## src/rtl/cpu_bus_arbiter.sv

```systemverilog
// cpu_bus_arbiter: shares one memory port between CPU instruction and data buses, one transaction in flight.
// Optional CPU_ARB_ROUND_ROBIN_EN alternates contested grants instead of fixed data-first priority.
module cpu_bus_arbiter (
    input  logic        clock,
    input  logic        reset,
    input  logic        cpui_request,
    input  logic [31:0] cpui_addr,
    output logic [31:0] cpui_rdata,
    output logic        cpui_ack,
    input  logic        cpud_request,
    input  logic [31:0] cpud_addr,
    input  logic        cpud_write,
    input  logic [3:0]  cpud_byte_enable,
    input  logic [31:0] cpud_wdata,
    output logic [31:0] cpud_rdata,
    output logic        cpud_ack,
    output logic        mem_request,
    output logic [31:0] mem_addr,
    output logic        mem_write,
    output logic [3:0]  mem_byte_enable,
    output logic [31:0] mem_wdata,
    input  logic [31:0] mem_rdata,
    input  logic        mem_ack
);
    typedef enum logic [1:0] {IDLE, BUSY_I, BUSY_D} state_t;
    state_t state, state_next;
    logic        pi_v, pd_v, pd_write;
    logic [31:0] pi_addr, pd_addr, pd_wdata;
    logic [3:0]  pd_be;
    logic        i_want, d_want, can_grant, d_first, grant_i, grant_d;
    logic [31:0] i_addr, d_addr, d_wdata;
    logic        d_write;
    logic [3:0]  d_be;
    // A request arriving this cycle is granted straight from the inputs.
    assign i_want  = pi_v | cpui_request;
    assign d_want  = pd_v | cpud_request;
    assign i_addr  = cpui_request ? cpui_addr : pi_addr;
    assign d_addr  = cpud_request ? cpud_addr : pd_addr;
    assign d_write = cpud_request ? cpud_write : pd_write;
    assign d_be    = cpud_request ? cpud_byte_enable : pd_be;
    assign d_wdata = cpud_request ? cpud_wdata : pd_wdata;
    assign cpui_ack   = (state == BUSY_I) && mem_ack;
    assign cpud_ack   = (state == BUSY_D) && mem_ack;
    assign cpui_rdata = cpui_ack ? mem_rdata : 32'h0;
    assign cpud_rdata = cpud_ack ? mem_rdata : 32'h0;
    assign can_grant  = (state == IDLE) || cpui_ack || cpud_ack;
`ifdef CPU_ARB_ROUND_ROBIN_EN
    logic last_i;
    // Only contested grants move the turn, so uncontested traffic cannot starve a side.
    assign d_first = last_i;
    always_ff @(posedge clock) begin
        if (reset)
            last_i <= 1'b1;
        else if (can_grant && i_want && d_want)
            last_i <= grant_i;
    end
`else
    assign d_first = 1'b1;
`endif
    assign grant_d = can_grant && d_want && (!i_want || d_first);
    assign grant_i = can_grant && i_want && !grant_d;
    always_comb begin
        state_next = grant_d ? BUSY_D : grant_i ? BUSY_I : can_grant ? IDLE : state;
    end
    always_ff @(posedge clock) begin
        if (reset) begin
            state           <= IDLE;
            pi_v            <= 1'b0;
            pd_v            <= 1'b0;
            pi_addr         <= '0;
            pd_addr         <= '0;
            pd_write        <= 1'b0;
            pd_be           <= '0;
            pd_wdata        <= '0;
            mem_request     <= 1'b0;
            mem_addr        <= '0;
            mem_write       <= 1'b0;
            mem_byte_enable <= '0;
            mem_wdata       <= '0;
        end else begin
            state       <= state_next;
            pi_v        <= i_want && !grant_i;
            pd_v        <= d_want && !grant_d;
            mem_request <= grant_i || grant_d;
            if (cpui_request)
                pi_addr <= cpui_addr;
            if (cpud_request) begin
                pd_addr  <= cpud_addr;
                pd_write <= cpud_write;
                pd_be    <= cpud_byte_enable;
                pd_wdata <= cpud_wdata;
            end
            if (grant_d) begin
                mem_addr        <= d_addr;
                mem_write       <= d_write;
                mem_byte_enable <= d_be;
                mem_wdata       <= d_wdata;
            end else if (grant_i) begin
                mem_addr        <= i_addr;
                mem_write       <= 1'b0;
                mem_byte_enable <= 4'b0000;
                mem_wdata       <= '0;
            end
        end
    end
endmodule

```

## config.mk

```make
export PLATFORM = sky130hd
export DESIGN_NAME = cpu_bus_arbiter
export DESIGN_NICKNAME = d
export VERILOG_FILES = /design/src/rtl/cpu_bus_arbiter.sv
export SDC_FILE = /design/constraint.sdc
export NUM_CORES = 1
export LEC_CHECK = 0
export ABC_AREA = 1
export CAP_MARGIN = 20
export CORE_ASPECT_RATIO = 0.6
export CORE_MARGIN = 2
export CORE_UTILIZATION = 38
export CTS_BUF_LIST = sky130_fd_sc_hd__clkbuf_8
export DETAILED_ROUTE_END_ITERATION = 7
export PLACE_DENSITY_LB_ADDON = 0.08
export RECOVER_POWER = 100
export SETUP_SLACK_MARGIN = 0.3
export SYNTH_ARGS = -nofsm -noshare
export SYNTH_HDL_FRONTEND = slang
export SYNTH_SLANG_ARGS = --single-unit
```

## constraint.sdc

```tcl
create_clock -name clock -period 1.75 [get_ports clock]
set_input_delay 0.525 -clock clock [delete_from_list [all_inputs] [get_ports clock]]
set_output_delay 0.525 -clock clock [all_outputs]
set_load 0.03 [all_outputs]
```

==> impl_metrics.yaml <==
logic_synthesis:
  synth_fp_nets: 1070
  synth-edff-count: 0
  ys_seq_area_frac: 0.517
  synthArstFlopShare: 0
  avgSynthCellArea_um2: 7.27
  synth_commonest_cells: "nor2_1, nand2_1, dfxtp_1, o21ai_0, nand3_1"
  synth_cell_types: 22
  yosysWarnings: 0
  yosys-top-cells-area: "dfxtp_1, nor2_1, nand2_1"
  ys_ff_latch: 175
  synth_top_area_cell: "dfxtp_1"
  synth_top_area_frac: 0.517
  syn-cell-area_um2: 6770
  ys.flop_type: "dfxtp_1"
  post-synth-top-count-cell: "nor2_1"
  syn_inst: 932
clock_network:
  numCtsBuffers: 17
  hold_buffers: 0
  root_buffer: "clkbuf_8"
  cts_tree: "built"
  cts_buffer_depth: 2
  clk_pin_slew_worst_paths_ns: 0.10
  clkLatencyLatePin_ns: 0.46
  cts.sinks: 175
  htree_num_levels: 4
detailed_routing:
  finalWirelength_um: 26400
  viasPerCell: 4.88
  first_pass_iters: 8
  wl_per_cell_um: 17.2
  num_vias: 7496
  initialDrtViolationCount: 443
  drc_errors: 0
  antenna_left: 0
placement:
  io_buffers: 273
  place_congestion: 0.817
  dpl.hpwl_um: 16400
  dpl_cell_area_um2: 10500
  dp_slack_ns: -0.669
  place_inst: 1426
sta:
  tightest_slew_ns: 0.680
  setup_slack_ns: -0.376
  fmax_mhz: 470
  rsz0062_at_grt: "yes"
  setup_viol: 141
  slew_headroom: 0.547
  slew_violations: 0
  fin_crit_sh: 1.22
  hold_violations: 0
  period_needed_ns: 2.13
  skew_ns: 0.0243
floorplan:
  die_x_um: 176
  die_h_um: 107
  ioPinCount: 274
  core-area_um2: 17300
  rows: 37
  dieArea_um2: 18900
  start_util: 0.392
power:
  power_density_nw_per_um2: 832
  p_leak_uw: 0.00595
  vdd_drop_max_mv: 0.484
  total_power_uw: 10800
layout:
  area.growth.synth_to_final_pct: 91.9
  finalNonFillerCells: 1537
  nets: 1426
  stdcell_area_um2: 13000
  multi_input_area_um2: 3850
  layout-drive-gt1-share: 0.385
  ff_latch_area_um2: 3510
  fillers: 1306
worst_hold_path:
  hold_class: "register to register"
global_routing:
  gr-total-overflow: 0
  grt_pass1_wl_um: 39700
  grt_pass1_vias: 7168
  grt_usage: 0.271
  antenna_found_initial: 3
  grt_max_degree: 43
outcome:
  outcome: "finished, violations left"
  violations: "setup timing"
critical_path:
  crit_type: "register to output pin"
  worstPathArrival_ns: 1.60
  path_max_fanout: 7
  startpoint_type: "register"
  end_kind: "output pin"
  required_ns: 1.22
flow_run:
  cap_violations: 0
## power by group
group	total, µW	switching [µW]	internal, µW
sequential	4470	168	4300
clock	2770	1670	1100
combinational	3570	1820	1760
total	10800	3650	7160
## state kept, by name, summed over array words and instances, names as in the netlist
name	count
pi_v	1
mem_addr	32
pd_v	1
mem_request	1
mem_write	1
mem_wdata	32
mem_byte_enable	4
pd_write	1
pi_addr	32
pd_wdata	32
pd_addr	32
state	2
pd_be	4
## worst paths after layout
check                    start                  to  slack [ns]  cells past startpoint
setup / recovery      state[0]      cpui_rdata[21]       -0.38                      5
hold / removal    mem_wdata[6]        mem_wdata[6]        0.47                      2
setup reg to reg      state[0]  mem_byte_enable[1]       -0.27                     12
hold reg to reg   mem_wdata[6]        mem_wdata[6]        0.47                      2
## timing repair
| action | CTS | global route |
|---|---|---|
| setup buffers | 28 | 27 |
| gates cloned | 18 | 4 |
| pin swaps | 30 | 34 |
| endpoints found under the setup margin | 210 | 213 |
| gates resized for setup | 755 | 82 |
## layer usage
metal  share of wire  global-route usage  up-vias
met4           0.011              0.0584        0
met5               0                   0        -
met3           0.076              0.0607       24
met1            0.44               0.362     3541
li1                -                   -     3683
met2            0.48               0.449      248
## layout make-up
cell class,count,area share
Timing Repair Buffer,403,0.364
Multi-Input combinational cell,645,0.296
Sequential cell,175,0.270
Tap cell,234,0.0225
Clock buffer,18,0.0191
Inverter,46,0.0164
Clock inverter,13,0.0106
Antenna cell,3,0.000578
## cells by family (layout without fill, tap and decap cells)
kind of cell	Yosys count	count (layout)	share of synthesized area
compound gates	105	105	0.0793
other cells	0	3	0
simple gates	540	540	0.328
buf+inv	112	480	0.0754
flops	175	175	0.517
## metrics by stage
stage / setup TNS [ns] / hold slack (ns) / util
5_1_grt: -44.79 / 0.490 / 0.752
3_3_place_gp: -83.13 / 0.452 / 0.611
4_1_cts: -34.40 / 0.462 / 0.726
3_5_place_dp: -84.31 / 0.454 / 0.611
2_1_floorplan: -6.71 / 0.437 / -
6_report: -36.12 / 0.473 / 0.752
## worst max-delay path, stage by stage, from the launching register on
cell and delay, ns:
dfxtp_4 0.38, buf_6 0.10, nand3_4 0.18, buf_16 0.23, nor2_4 0.10, buf_6 0.14
## cells in the final DEF, fill, tap and decap left out, types with 9 or more instances in the layout
| cell | instances |
|---|---|
| a21oi_1 | 20 |
| buf_12 | 31 |
| buf_16 | 17 |
| buf_4 | 54 |
| buf_6 | 140 |
| buf_8 | 9 |
| clkbuf_8 | 18 |
| clkdlybuf4s50_1 | 133 |
| dfxtp_1 | 169 |
| inv_1 | 35 |
| nand2_1 | 144 |
| nand2_2 | 35 |
| nand2_4 | 29 |
| nand3_1 | 27 |
| nand3_2 | 43 |
| nand4_1 | 26 |
| nor2_1 | 160 |
| nor2_4 | 66 |
| o21ai_0 | 82 |
Power figures use the tool's default switching activity.
